`src/rtl/dec_fpr_pkg.sv`:
```
// Shared types and sizes for the FP register-bank issue scheduler.
package dec_fpr_pkg;

    localparam int NUM_FPR = 32;  // architectural FP registers
    localparam int FPR_AW  = 5;   // FPR address width
    localparam int NUM_SRC = 3;   // source operands per op (rs1, rs2, rs3)

    typedef enum logic [1:0] {
        IDLE   = 2'd0,
        DRAIN  = 2'd1,
        COMMIT = 2'd2
    } fpr_sched_state_e;

endpackage

```
`src/rtl/dec_fpr_scoreboard.sv`:
```
// Pending-write scoreboard for long-latency FP ops.
// One busy bit per FPR (f0 is hardwired not-busy). Set on accepted issue,
// cleared on writeback (set wins on the same register), wiped by flush.
// Hazard lookup is purely on the registered busy vector, so a writeback
// never unblocks a dependent op in the same cycle.
module dec_fpr_scoreboard
    import dec_fpr_pkg::*;
(
    input  logic                           clk,
    input  logic                           rst,
    input  logic                           set_en,
    input  logic [FPR_AW-1:0]              set_addr,
    input  logic                           clr_en,
    input  logic [FPR_AW-1:0]              clr_addr,
    input  logic                           flush,
    input  logic [NUM_SRC-1:0]             rden,
    input  logic [NUM_SRC-1:0][FPR_AW-1:0] raddr,
    input  logic                           wen,
    input  logic [FPR_AW-1:0]              waddr,
    output logic                           hazard,
    output logic                           any_busy
);

    logic [NUM_FPR-1:1] busy;
    logic [NUM_FPR-1:1] busy_nxt;
    logic [NUM_FPR-1:0] busy_full;

    // f0 appended as a constant zero so lookups can index with the raw address
    assign busy_full = {busy, 1'b0};
    assign any_busy  = |busy;

    // Next busy vector: clear, then set (set wins), flush overrides both
    always_comb begin
        busy_nxt = busy;
        for (int i = 1; i < NUM_FPR; i++) begin
            if (clr_en && (clr_addr == FPR_AW'(i))) busy_nxt[i] = 1'b0;
            if (set_en && (set_addr == FPR_AW'(i))) busy_nxt[i] = 1'b1;
        end
        if (flush) busy_nxt = '0;
    end

    // Busy register
    always_ff @(posedge clk or posedge rst) begin
        if (rst) busy <= '0;
        else     busy <= busy_nxt;
    end

    // RAW on any enabled source, WAW on the destination
    always_comb begin
        hazard = wen & busy_full[waddr];
        for (int s = 0; s < NUM_SRC; s++) begin
            hazard = hazard | (rden[s] & busy_full[raddr[s]]);
        end
    end

endmodule

```
`src/rtl/dec_fpr_bank_sched.sv`:
```
// Issue-side scheduler for the banked FP register file.
// Stalls issue on scoreboard hazards, and sequences bank switches:
// IDLE -> DRAIN (wait for all pending writes) -> COMMIT (load regfile bank id).
// Optional build macro DEC_FPR_SCHED_STATS_EN adds saturating cycle counters
// stat_drain_cyc (cycles in DRAIN) and stat_hazard_cyc (hazard stalls in IDLE).
module dec_fpr_bank_sched
    import dec_fpr_pkg::*;
#(
    parameter int FPR_BANKS      = 2,
    parameter int FPR_BANKS_LOG2 = 1
) (
    input  logic                           clk,
    input  logic                           rst,
    input  logic                           iss_valid,
    input  logic [NUM_SRC-1:0]             iss_rden,
    input  logic [NUM_SRC-1:0][FPR_AW-1:0] iss_raddr,
    input  logic                           iss_wen,
    input  logic [FPR_AW-1:0]              iss_waddr,
    output logic                           iss_stall,
    input  logic                           wb_valid,
    input  logic [FPR_AW-1:0]              wb_waddr,
    input  logic                           flush,
    input  logic                           sw_req,
    input  logic [FPR_BANKS_LOG2-1:0]      sw_bank_id,
    output logic                           sw_ack,
    output logic                           sw_err,
    output logic                           wen_bank_id,
    output logic [FPR_BANKS_LOG2-1:0]      wr_bank_id,
    output logic [FPR_BANKS_LOG2-1:0]      cur_bank
`ifdef DEC_FPR_SCHED_STATS_EN
    ,
    output logic [31:0]                    stat_drain_cyc,
    output logic [31:0]                    stat_hazard_cyc
`endif
);

    fpr_sched_state_e              state;
    logic [FPR_BANKS_LOG2-1:0]     target;
    logic [FPR_BANKS_LOG2-1:0]     cur_bank_q;
    logic                          armed;      // sw_req has been seen low since last acceptance
    logic                          err_pulse;  // reject ack, one cycle after the bad request
    logic                          hazard;
    logic                          any_busy;
    logic                          sw_take;
    logic                          id_bad;
    logic                          accept;

    assign sw_take   = (state == IDLE) & sw_req & armed;
    assign id_bad    = 32'(sw_bank_id) >= 32'(FPR_BANKS);
    assign iss_stall = iss_valid & ((state != IDLE) | hazard);
    assign accept    = iss_valid & ~iss_stall;

    assign sw_ack      = (state == COMMIT) | err_pulse;
    assign sw_err      = err_pulse;
    assign wen_bank_id = (state == COMMIT);
    assign wr_bank_id  = (state == COMMIT) ? target : '0;
    assign cur_bank    = cur_bank_q;

    dec_fpr_scoreboard u_sb (
        .clk      (clk),
        .rst      (rst),
        .set_en   (accept & iss_wen),
        .set_addr (iss_waddr),
        .clr_en   (wb_valid),
        .clr_addr (wb_waddr),
        .flush    (flush),
        .rden     (iss_rden),
        .raddr    (iss_raddr),
        .wen      (iss_wen),
        .waddr    (iss_waddr),
        .hazard   (hazard),
        .any_busy (any_busy)
    );

    // Switch FSM: latch target on acceptance, wait out pending writes, commit
    always_ff @(posedge clk or posedge rst) begin
        if (rst) begin
            state      <= IDLE;
            target     <= '0;
            cur_bank_q <= '0;
        end else begin
            case (state)
                IDLE: begin
                    if (sw_take && !id_bad) begin
                        state  <= DRAIN;
                        target <= sw_bank_id;
                    end
                end
                DRAIN: begin
                    if (!any_busy) state <= COMMIT;
                end
                COMMIT: begin
                    cur_bank_q <= target;
                    state      <= IDLE;
                end
                default: state <= IDLE;
            endcase
        end
    end

    // Request edge guard and out-of-range reject pulse
    always_ff @(posedge clk or posedge rst) begin
        if (rst) begin
            armed     <= 1'b1;
            err_pulse <= 1'b0;
        end else begin
            err_pulse <= sw_take & id_bad;
            if (sw_take)      armed <= 1'b0;
            else if (!sw_req) armed <= 1'b1;
        end
    end

`ifdef DEC_FPR_SCHED_STATS_EN
    // Saturating counters: drain dwell and hazard stalls outside a switch
    always_ff @(posedge clk or posedge rst) begin
        if (rst) begin
            stat_drain_cyc  <= '0;
            stat_hazard_cyc <= '0;
        end else begin
            if ((state == DRAIN) && (stat_drain_cyc != '1))
                stat_drain_cyc <= stat_drain_cyc + 32'd1;
            if ((state == IDLE) && iss_valid && hazard && (stat_hazard_cyc != '1))
                stat_hazard_cyc <= stat_hazard_cyc + 32'd1;
        end
    end
`endif

endmodule
```
`config.mk`:
```
export PLATFORM = sky130hd
export DESIGN_NAME = dec_fpr_bank_sched
export DESIGN_NICKNAME = d
export VERILOG_FILES = /design/src/rtl/dec_fpr_pkg.sv /design/src/rtl/dec_fpr_scoreboard.sv /design/src/rtl/dec_fpr_bank_sched.sv
export SDC_FILE = /design/constraint.sdc
export NUM_CORES = 1
export LEC_CHECK = 0
export CAP_MARGIN = 20
export CORE_AREA = 2 2 100 102
export CTS_CLUSTER_SIZE = 40
export DETAILED_ROUTE_END_ITERATION = 8
export DIE_AREA = 0 0 102 104
export SYNTH_ARGS = -nofsm -noshare
export SYNTH_HDL_FRONTEND = slang
export SYNTH_SLANG_ARGS = --single-unit
```
`constraint.sdc`:
```
create_clock -name clk -period 7.2 [get_ports clk]
set_clock_uncertainty 0.1 [all_clocks]
set_input_delay 0.72 -clock clk [delete_from_list [all_inputs] [get_ports clk]]
set_output_delay 0.72 -clock clk [all_outputs]
set_load 0.1 [all_outputs]
```
==> reports/metrics.csv, run 1 <==
metric,value,unit
synthesis-to-layout area growth,17.1,%
worst-skew pair later-pin latency,0.29,ns
initial antenna violation count,0,
gpl congestion,0.908,
area share of fa/ha/maj cells after synthesis,0,%
Critical Path Start Type,input pin,
sink count of the clock tree,36,
combined buffer and inverter count along the critical path,3,
number of buffers added on ports,40,
number of register bits inferred by synthesis,36,
class of the most critical hold timing path,flip-flop to flip-flop,
number of levels in the clock H-tree,2,
fraction of final layout cells with drive strength greater than 1,10.9,%
Max stage delay on crit path,1.08,ns
cell type with the highest aggregate area in the netlist,sky130_fd_sc_hd__dfrtp_1,
row count,36,
largest net degree at the start of global routing,37,
largest family of logic cells by synthesized area,simple AND/OR/NAND/NOR gates,
power density over the cells,156,nW/um2
Fin Setup TNS,0,ns
count of final setup violators,0,
TritonCTS clock tree,done,
combined area of the multi-input logic cells,2040,um2
"Power, Total",0.565,mW
most frequent cell on the critical path,sky130_fd_sc_hd__clkdlybuf4s50_1,
part of the cycle the worst path needs,75.2,%
actual transition at the worst max-transition pin,0.970,ns
max-cap check violation count,0,
post-detailed-route wirelength per cell,20.2,um
number of buffers on the longest clock path,2,
hold endpoint,armed,
count of inserted antenna diode cells,0,
min Tclk post-route,5.41,ns
Pre-antenna DRT Iters,4,
most frequent standard cell in the layout excluding fill and tap cells,sky130_fd_sc_hd__nand2_1,
global-route wire length before repair,16.6,mm
antenna-violating nets left,0,
Final HPWL DP,7.44,mm
highest-count cells in the layout ignoring fill and taps,"42 x sky130_fd_sc_hd__nand2_1, 40 x sky130_fd_sc_hd__clkdlybuf4s50_1, 35 x sky130_fd_sc_hd__dfrtp_1, 33 x sky130_fd_sc_hd__nand3_1, 27 x sky130_fd_sc_hd__o21ai_0",
proportion of netlist area held by the largest area contributor,28.2,%
number of primary I/O pins,42,
Core Area,9550,um2
routed wire length,10.3,mm
Critical Path RT,6.38,ns
Crit Reg-Reg Endpoint,u_sb.busy[27],
Crit Path Class,input pin to output pin,
post-cts repair resize count,0,
Die ar.,10600,um2
leading register cell type out of synthesis,sky130_fd_sc_hd__dfrtp_1,
overflow left after global routing,0,
list of cells traversed by the critical path,clkdlybuf4s50_1 -> mux4_2 -> or2_1 -> a221o_1 -> o211ai_2 -> nand4_2 -> buf_4 -> and2_1 -> clkdlybuf4s50_1,
number of max-slew violations in the final report,0,
Hold Crit Start,armed,
Fin Hold WS,0.392,ns
arrival time of the worst setup path,4.59,ns
number of synthesis warnings,0,
initial core utilization,32.5,%
cell types occupying the most area after synthesis,"sky130_fd_sc_hd__dfrtp_1 28%, sky130_fd_sc_hd__mux4_2 9.4%, sky130_fd_sc_hd__mux2i_1 5.8%, sky130_fd_sc_hd__nand3_1 5.3%, sky130_fd_sc_hd__nand2_1 5.1%",
synthesized net count,391,
total placed instance area,3540,um2
Avg Inst Size Synth,8.73,um2
xor and xnor area share after synthesis,0,%
number of buffers inserted by post-CTS setup repair,0,
master cell of the clock root buffer,sky130_fd_sc_hd__clkbuf_8,
cts hold-fix bufs,0,
count of nets after finishing,410,
depth of the worst register-to-register path,7,
Worst R2R Start,u_sb.busy[29],
clock transition at the registers of the reported paths,0.08,ns
final-report hold violation count,0,
global-route total usage across every layer,20.1,%
setup repair after global routing missed its margin,no,
TritonCTS Buffers,5,
Die H,104,um
multiplexer fraction of the synthesized cell area,21.7,%
detailed-route via count,3065,
area share of and/or/nand/nor cells after synthesis,26.5,%
kind of capture point of the worst setup path,output pin,
peak fanout along the critical path,32,
"EDFF count, synth",0,
"slowest stage cell, crit path",sky130_fd_sc_hd__clkdlybuf4s50_1,
fillcell total,1008,
reg-to-reg setup timing slack,4.54,ns
Detailed Route Iter0 Violations,278,
post-route standard cell area excluding fillers,3630,um2
worst supply voltage drop on vdd,0.0931,mV
die width,102,um
worst relative slew slack,35.1,%
"Seq/Total Area, Yosys",29.1,%
via count of the first global-routing pass,3014,
Syn Inst Count,355,
number of design rule violations left after detail routing,0,
async set-reset flop share out of synthesis,100,%
detail-routed via count per cell,6.03,
static leakage,1.35,nW
summed instance area of the synthesized netlist,3100,um2
Cell variety after synth,47,
outcome,completed,
dominant delay contributor by cell family on the critical path,buffers and inverters,
peak clock frequency supported by timing,185,MHz
cell depth of the worst hold path,2,
flip-flop and latch area,902,um2
post-synthesis compound-gate area fraction,17.5,%
-- how the worst max path moves through the flow --
stage	startpoint	to	slack [ns]	cells past startpoint
global route	iss_waddr[1]	iss_stall	1.62	9
detailed placement	iss_waddr[1]	iss_stall	1.81	9
finish	iss_waddr[1]	iss_stall	1.79	9
floorplan	iss_raddr[5]	iss_stall	3.52	8
global placement	iss_waddr[1]	iss_stall	1.91	9
CTS	iss_waddr[1]	iss_stall	1.81	9
-- worst register-to-register path: cells and delay by family (launching register included) --
family                 cells  cell delay (ns)
muxes                      2             0.83
buffers and inverters      1             0.26
DFF                        1             0.53
and+or+nand+nor            1             0.13
AOI/OAI and AO/OA          3             0.72
-- cell usage after synthesis (3+ instances only) --
| cell | count |
|---|---|
| sky130_fd_sc_hd__mux4_2 | 13 |
| sky130_fd_sc_hd__o2bb2ai_1 | 3 |
| sky130_fd_sc_hd__and3_1 | 7 |
| sky130_fd_sc_hd__nand4_1 | 4 |
| sky130_fd_sc_hd__mux2_2 | 13 |
| sky130_fd_sc_hd__clkbuf_1 | 19 |
| sky130_fd_sc_hd__nand2_1 | 42 |
| sky130_fd_sc_hd__a221oi_1 | 4 |
| sky130_fd_sc_hd__nor2_1 | 15 |
| sky130_fd_sc_hd__nor4_1 | 12 |
| sky130_fd_sc_hd__inv_1 | 5 |
| sky130_fd_sc_hd__and2_1 | 5 |
| sky130_fd_sc_hd__nand2b_1 | 7 |
| sky130_fd_sc_hd__o21ai_0 | 27 |
| sky130_fd_sc_hd__nor2b_1 | 20 |
| sky130_fd_sc_hd__o31ai_1 | 6 |
| sky130_fd_sc_hd__o311ai_0 | 8 |
| sky130_fd_sc_hd__dfrtp_1 | 35 |
| sky130_fd_sc_hd__a2111oi_0 | 3 |
| sky130_fd_sc_hd__mux2i_1 | 18 |
| sky130_fd_sc_hd__nor3_1 | 6 |
| sky130_fd_sc_hd__buf_1 | 3 |
| sky130_fd_sc_hd__a211oi_1 | 4 |
| sky130_fd_sc_hd__buf_2 | 4 |
| sky130_fd_sc_hd__o211ai_1 | 10 |
| sky130_fd_sc_hd__nand3_1 | 33 |
-- power by group --
part / leakage [nW] / switching (mW) / internal, mW
clock: 0.0479 / 0.0769 / 0.0674
combinational: 0.813 / 0.131 / 0.0654
sequential: 0.493 / 0.0109 / 0.213
-- final cells by class --
class	count	share of cell area (%)
Clock buffer	5	1.90
Sequential cell	36	24.9
Inverter	5	0.517
Timing Repair Buffer	42	11.4
Tap cell	133	4.58
Multi-Input combinational cell	284	56.2
Clock inverter	3	0.517
-- routing by layer --
metal	GRT usage, %	wire [um]	vias up
met5	0	0	-
met4	6.29	265	0
met3	4.30	949	26
met2	30.9	4670	148
met1	28.3	4400	1500
li1	-	-	1391
-- registers in the layout (all words and copies together), names as in the netlist --
signal,count
state,2
target,1
u_sb.busy,31
cur_bank,1
armed,1
-- cell families after synthesis --
group,after synthesis
AO/OA/AOI/OAI,77
buffers and inverters,35
flip-flops,36
multiplexers,46
other,1
AND/OR/NAND/NOR,160
-- through the flow --
stage / worst slack [ns] / std cells / util, %
2_1_floorplan: 3.52 / 355 / -
3_3_place_gp: 1.91 / 500 / 37.1
3_5_place_dp: 1.81 / 500 / 37.1
4_1_cts: 1.81 / 508 / 38.0
5_1_grt: 1.62 / 508 / 38.0
6_report: 1.79 / 508 / 38.0
(Power assumes the default switching activity.)
==> run 2: changes to the inputs <==
==> constraint.sdc (replaced) <==
create_clock -name clk -period 5.4 [get_ports clk]
set_clock_uncertainty 0.1 [all_clocks]
set_input_delay 0.54 -clock clk [delete_from_list [all_inputs] [get_ports clk]]
set_output_delay 0.54 -clock clk [all_outputs]
set_load 0.1 [all_outputs]
==> run 2 against run 1 <==
Against the previous run: cell area grew 0.69%; wire length grew 1.3%; worst hold slack gained 0.0038 ns; clock power grew 66%; global-route usage is essentially flat; die area is the same; worst setup slack lost 0.52 ns; core utilization grew 0.26 points; largest cell class unchanged; register-to-register slack lost 1.8 ns; sequential cell count is the same; critical path type unchanged.
==> reports/metrics.csv, run 2 (synthesis results as in run 1) <==
metric,value,unit,change
Pre-antenna DRT Iters,5,,+1
detailed-route via count,3070,,+0.16%
depth of the worst register-to-register path,7,,unchanged
detail-routed via count per cell,6.03,,about the same
synthesis-to-layout area growth,17.9,%,
overflow left after global routing,0,,unchanged
via count of the first global-routing pass,3000,,-0.46%
Detailed Route Iter0 Violations,277,,-0.36%
static leakage,1.37,nW,+1.0%
class of the most critical hold timing path,flip-flop to flip-flop,,
final-report hold violation count,0,,unchanged
TritonCTS clock tree,done,,
largest net degree at the start of global routing,37,,unchanged
peak fanout along the critical path,32,,unchanged
global-route wire length before repair,16.6,mm,+0.29%
number of buffers added on ports,40,,unchanged
most frequent standard cell in the layout excluding fill and tap cells,sky130_fd_sc_hd__nand2_1,,
die width,102,um,unchanged
count of nets after finishing,411,,+0.24%
worst-skew pair later-pin latency,0.30,ns,about the same
Setup WS pre-CTS,1.29,ns,-0.528 ns
worst supply voltage drop on vdd,0.132,mV,+42%
peak clock frequency supported by timing,242,MHz,
gpl congestion,0.850,,-6.3%
cts hold-fix bufs,0,,unchanged
power density over the cells,219,nW/um2,+41%
fillcell total,985,,-2.3%
Core Area,9550,um2,unchanged
max reg flops,31,,unchanged
cell depth of the worst hold path,2,,unchanged
global-route total usage across every layer,20.2,%,+0.022 points
actual transition at the worst max-transition pin,0.973,ns,+0.00334 ns
antenna-violating nets left,0,,unchanged
fraction of final layout cells with drive strength greater than 1,11.2,%,+0.24 points
outcome,completed,,
max-cap check violation count,0,,unchanged
highest-count cells in the layout ignoring fill and taps,"42 x sky130_fd_sc_hd__nand2_1, 39 x sky130_fd_sc_hd__clkdlybuf4s50_1, 35 x sky130_fd_sc_hd__dfrtp_1, 33 x sky130_fd_sc_hd__nand3_1, 27 x sky130_fd_sc_hd__o21ai_0",,
number of buffers on the longest clock path,2,,unchanged
row count,36,,unchanged
reg-to-reg setup timing slack,2.79,ns,-1.75 ns
master cell of the clock root buffer,sky130_fd_sc_hd__clkbuf_8,,
post-route worst setup slack,1.27,ns,-0.520 ns
part of the cycle the worst path needs,76.5,%,
count of final setup violators,0,,unchanged
number of primary I/O pins,42,,unchanged
clock transition at the registers of the reported paths,0.07,ns,about the same
largest registers,"u_sb.busy: 31 flops, state: 2 flops",,
min Tclk post-route,4.13,ns,
register containing the most flip-flops in the final layout,u_sb.busy,,
count of inserted antenna diode cells,0,,unchanged
number of max-slew violations in the final report,0,,unchanged
Final HPWL DP,7.29,mm,-2.0%
Critical Path RT,4.76,ns,-1.62 ns
kind of capture point of the worst setup path,output pin,,
number of design rule violations left after detail routing,0,,unchanged
routed wire length,10.4,mm,+1.3%
Die ar.,10600,um2,unchanged
Crit Path Class,input pin to output pin,,
TritonCTS Buffers,5,,unchanged
Critical Path Start Type,input pin,,
worst relative slew slack,34.9,%,-0.22 points
Die H,104,um,unchanged
number of buffers inserted by post-CTS setup repair,0,,unchanged
Fin Setup TNS,0,ns,unchanged
setup repair after global routing missed its margin,no,,
initial antenna violation count,0,,unchanged
sink count of the clock tree,36,,unchanged
post-cts repair resize count,0,,unchanged
arrival time of the worst setup path,3.49,ns,-1.10 ns
post-detailed-route wirelength per cell,20.5,um,+1.1%
initial core utilization,32.5,%,unchanged
number of levels in the clock H-tree,2,,unchanged
## run 2: cell types whose count changed in the layout (fill, tap and decap cells not counted), sizes merged
cell and delta:
clkinv -2, clkbuf +1, clkdlybuf4s50 -1, buf +2, bufinv +1
## run 2: area by class of cell
type	instances	area (um2)	share of cell area, %
multi-input combinational	284	2040	55.8
timing repair buffer	43	420	11.5
tap	133	166	4.55
sequential	36	902	24.7
inverter	5	18.8	0.514
clock buffer	6	72.6	1.99
clock inverter	2	35.0	0.959
## run 2: final timing paths
path	start	to
worst max register to register	u_sb.busy[29]	u_sb.busy[19]
max in group asynchronous	rst	armed
worst max-delay path	iss_waddr[0]	iss_stall
worst min-delay path	armed	armed
worst min register to register	armed	armed
min in group asynchronous	rst	state[0]
## run 2: through the flow
step	util (%)	total power, mW	area [um2]	hold slack, ns	std cells
after global placement	37.1	0.564	3550	0.375	501
after floorplan	-	0.495	3100	0.365	355
after CTS	38.3	0.805	3650	0.397	509
after global routing	38.3	0.833	3650	0.411	509
final	38.3	0.800	3650	0.396	509
after detailed placement	37.1	0.567	3550	0.384	501
## run 2: worst max-delay path: stages
cell and delay, ns:
sky130_fd_sc_hd__clkdlybuf4s50_1 0.84, sky130_fd_sc_hd__mux4_1 0.62, sky130_fd_sc_hd__mux2_2 0.28, sky130_fd_sc_hd__a221o_1 0.31, sky130_fd_sc_hd__o211ai_2 0.11, sky130_fd_sc_hd__nand4_2 0.12
sky130_fd_sc_hd__buf_4 0.25, sky130_fd_sc_hd__and2_1 0.19, sky130_fd_sc_hd__buf_4 0.23
## run 2: metal layers
metal	vias to the layer above	GRT usage (%)	part of all wire, %
met1	1487	29.1	43
li1	1389	-	-
met4	0	6.00	2.5
met3	27	3.90	9.9
met5	-	0	0
met2	167	30.5	45
## run 2: power by group
group | total [mW] | internal, mW | leakage [nW] | switching, mW
sequential | 0.299 | 0.284 | 0.493 | 0.0143
clock | 0.239 | 0.137 | 0.0552 | 0.101
combinational | 0.263 | 0.0870 | 0.819 | 0.176
==> run 3: changes to the inputs <==
==> constraint.sdc (replaced) <==
create_clock -name clk -period 3.39 [get_ports clk]
set_clock_uncertainty 0.1 [all_clocks]
set_input_delay 0.339 -clock clk [delete_from_list [all_inputs] [get_ports clk]]
set_output_delay 0.339 -clock clk [all_outputs]
set_load 0.1 [all_outputs]
==> run 3 against run 2 <==
Against the previous run: worst hold slack got worse by 0.051 ns; non-clock buffer count increased by 15; cell count increased by 2.9%; critical endpoint unchanged; critical path type unchanged; sequential share of layout area decreased by 0.64 points.
==> reports/metrics.csv, run 3 (synthesis results as in run 1) <==
metric,value,unit,change
outcome,completed,,
synthesis-to-layout area growth,21.0,%,
Critical Path Start Type,input pin,,
number of max-slew violations in the final report,0,,unchanged
count of inserted antenna diode cells,0,,unchanged
count of final setup violators,0,,unchanged
met1 routing resource usage after global routing,27.9,%,-1.2 points
TritonCTS Buffers,5,,unchanged
die width,102,um,unchanged
worst supply voltage drop on vdd,0.216,mV,+64%
kind of capture point of the worst setup path,output pin,,
number of buffers added on ports,40,,unchanged
worst-skew pair later-pin latency,0.29,ns,about the same
Core Area,9550,um2,unchanged
class of the most critical hold timing path,input pin to asynchronous set/reset pin,,
worst relative slew slack,35.5,%,+0.62 points
most frequent standard cell in the layout excluding fill and tap cells,sky130_fd_sc_hd__nand2_1,,
setup repair after global routing missed its margin,no,,
global-route wire length before repair,16.4,mm,-1.2%
initial antenna violation count,0,,unchanged
detailed-route via count,3128,,+1.9%
number of buffers inserted by post-CTS setup repair,0,,unchanged
initial core utilization,32.5,%,unchanged
cts hold-fix bufs,0,,unchanged
largest net degree at the start of global routing,37,,unchanged
sequential share of power,39.1,%,+1.8 points
peak fanout along the critical path,24,,-25%
routed wire length,10.5,mm,+0.45%
highest-count cells in the layout ignoring fill and taps,"42 x sky130_fd_sc_hd__nand2_1, 36 x sky130_fd_sc_hd__clkdlybuf4s50_1, 35 x sky130_fd_sc_hd__dfrtp_1, 33 x sky130_fd_sc_hd__nand3_1, 27 x sky130_fd_sc_hd__o21ai_0",,
Detailed Route Iter0 Violations,295,,+6.5%
Crit Path Class,input pin to output pin,,
peak clock frequency supported by timing,310,MHz,
Die H,104,um,unchanged
clock transition at the registers of the reported paths,0.08,ns,about the same
actual transition at the worst max-transition pin,0.964,ns,-0.00921 ns
sink count of the clock tree,36,,unchanged
flip-flop and latch area,902,um2,unchanged
detail-routed via count per cell,5.97,,-1.0%
Fin Setup TNS,0,ns,unchanged
"Power, Total",1.22,mW,+52%
register containing the most flip-flops in the final layout,u_sb.busy,,
clock network power share,25.0,%,-4.8 points
gpl congestion,0.944,,+11%
overflow left after global routing,0,,unchanged
combined area of the multi-input logic cells,2040,um2,unchanged
P_sw,0.468,mW,+60%
number of buffers on the longest clock path,2,,unchanged
largest registers,"u_sb.busy: 31 flops, state: 2 flops",,
global-route total usage across every layer,20.0,%,-0.18 points
Net Sw Frac,38.5,%,+2.1 points
fillcell total,1008,,+2.3%
reg-to-reg setup timing slack,0.69,ns,-2.10 ns
arrival time of the worst setup path,2.79,ns,-0.70 ns
number of levels in the clock H-tree,2,,unchanged
Pre-antenna DRT Iters,4,,-1
share of power burned in combinational logic,35.9,%,+3.0 points
power density over the cells,324,nW/um2,+48%
min Tclk post-route,3.22,ns,
post-cts repair resize count,0,,unchanged
static leakage,1.44,nW,+5.5%
count of nets after finishing,426,,+3.6%
Cell Int Power,0.747,mW,+47%
max reg flops,31,,unchanged
master cell of the clock root buffer,sky130_fd_sc_hd__clkbuf_8,,
number of design rule violations left after detail routing,0,,unchanged
Final HPWL DP,7.65,mm,+5.0%
TritonCTS clock tree,done,,
max-cap check violation count,0,,unchanged
via count of the first global-routing pass,2996,,-0.13%
row count,36,,unchanged
part of the cycle the worst path needs,95.1,%,
global routing usage on met3,3.02,%,-0.87 points
number of primary I/O pins,42,,unchanged
post-detailed-route wirelength per cell,20.0,um,-2.4%
Critical Path RT,2.95,ns,-1.81 ns
met2 Usage GRT,31.0,%,+0.56 points
Die ar.,10600,um2,unchanged
peak-usage layer in the global routing report,met2,,
antenna-violating nets left,0,,unchanged
final-report hold violation count,0,,unchanged
fraction of final layout cells with drive strength greater than 1,15.6,%,+4.4 points
## run 3: cell types whose count changed in the layout (fill, tap and decap cells not counted), sizes merged
cell,change
clkinv,+2
bufinv,-1
buf,+18
clkbuf,-1
clkdlybuf4s50,-3
## run 3: metal layers
layer | vias to the layer above | wire length (um)
met5 | - | 0
li1 | 1423 | -
met3 | 29 | 784
met2 | 136 | 4890
met4 | 0 | 304
met1 | 1540 | 4480
## run 3: cell type report
cell class	count	share of cell area [%]
tap	133	4.43
timing repair buffer	58	14.3
multi-input combinational	284	54.4
clock inverter	3	0.500
clock buffer	5	1.83
sequential	36	24.0
inverter	5	0.500
## run 3: critical path: stages
cell and delay, ns:
sky130_fd_sc_hd__clkdlybuf4s50_1 0.51, sky130_fd_sc_hd__buf_4 0.29, sky130_fd_sc_hd__mux4_1 0.33, sky130_fd_sc_hd__mux2_2 0.29
sky130_fd_sc_hd__a221o_1 0.31, sky130_fd_sc_hd__o211ai_2 0.10, sky130_fd_sc_hd__nand4_2 0.19, sky130_fd_sc_hd__and2_1 0.25
sky130_fd_sc_hd__buf_12 0.17
## run 3: path summary, 6_finish.rpt
kind	start	to	cells after the start
worst max register to register	u_sb.busy[28]	u_sb.busy[26]	7
worst min register to register	armed	armed	2
worst min-delay path	rst	state[1]	3
max in group asynchronous	rst	u_sb.busy[30]	3
worst max-delay path	iss_waddr[1]	iss_stall	9
min in group clk	armed	armed	2
## run 3: power by group through the flow
stage | Combinational [mW] | Clock (mW) | Sequential (mW)
2_1_floorplan | 0.267 | 0 | 0.522
3_3_place_gp | 0.433 | 0 | 0.482
3_5_place_dp | 0.435 | 0 | 0.484
4_1_cts | 0.436 | 0.311 | 0.475
5_1_grt | 0.464 | 0.330 | 0.479
6_report | 0.436 | 0.304 | 0.476
## run 3: per-stage QoR
| step | utilization (%) | setup WS, ns | hold WS [ns] | cells | area, um2 |
|---|---|---|---|---|---|
| after floorplan | - | 0.170 | 0.278 | 355 | 3100 |
| after global placement | 38.4 | 0.223 | 0.373 | 516 | 3660 |
| after detailed placement | 38.4 | 0.197 | 0.383 | 516 | 3660 |
| after CTS | 39.3 | 0.185 | 0.367 | 524 | 3750 |
| after global routing | 39.3 | 0.0500 | 0.408 | 524 | 3750 |
| final | 39.3 | 0.166 | 0.345 | 524 | 3750 |
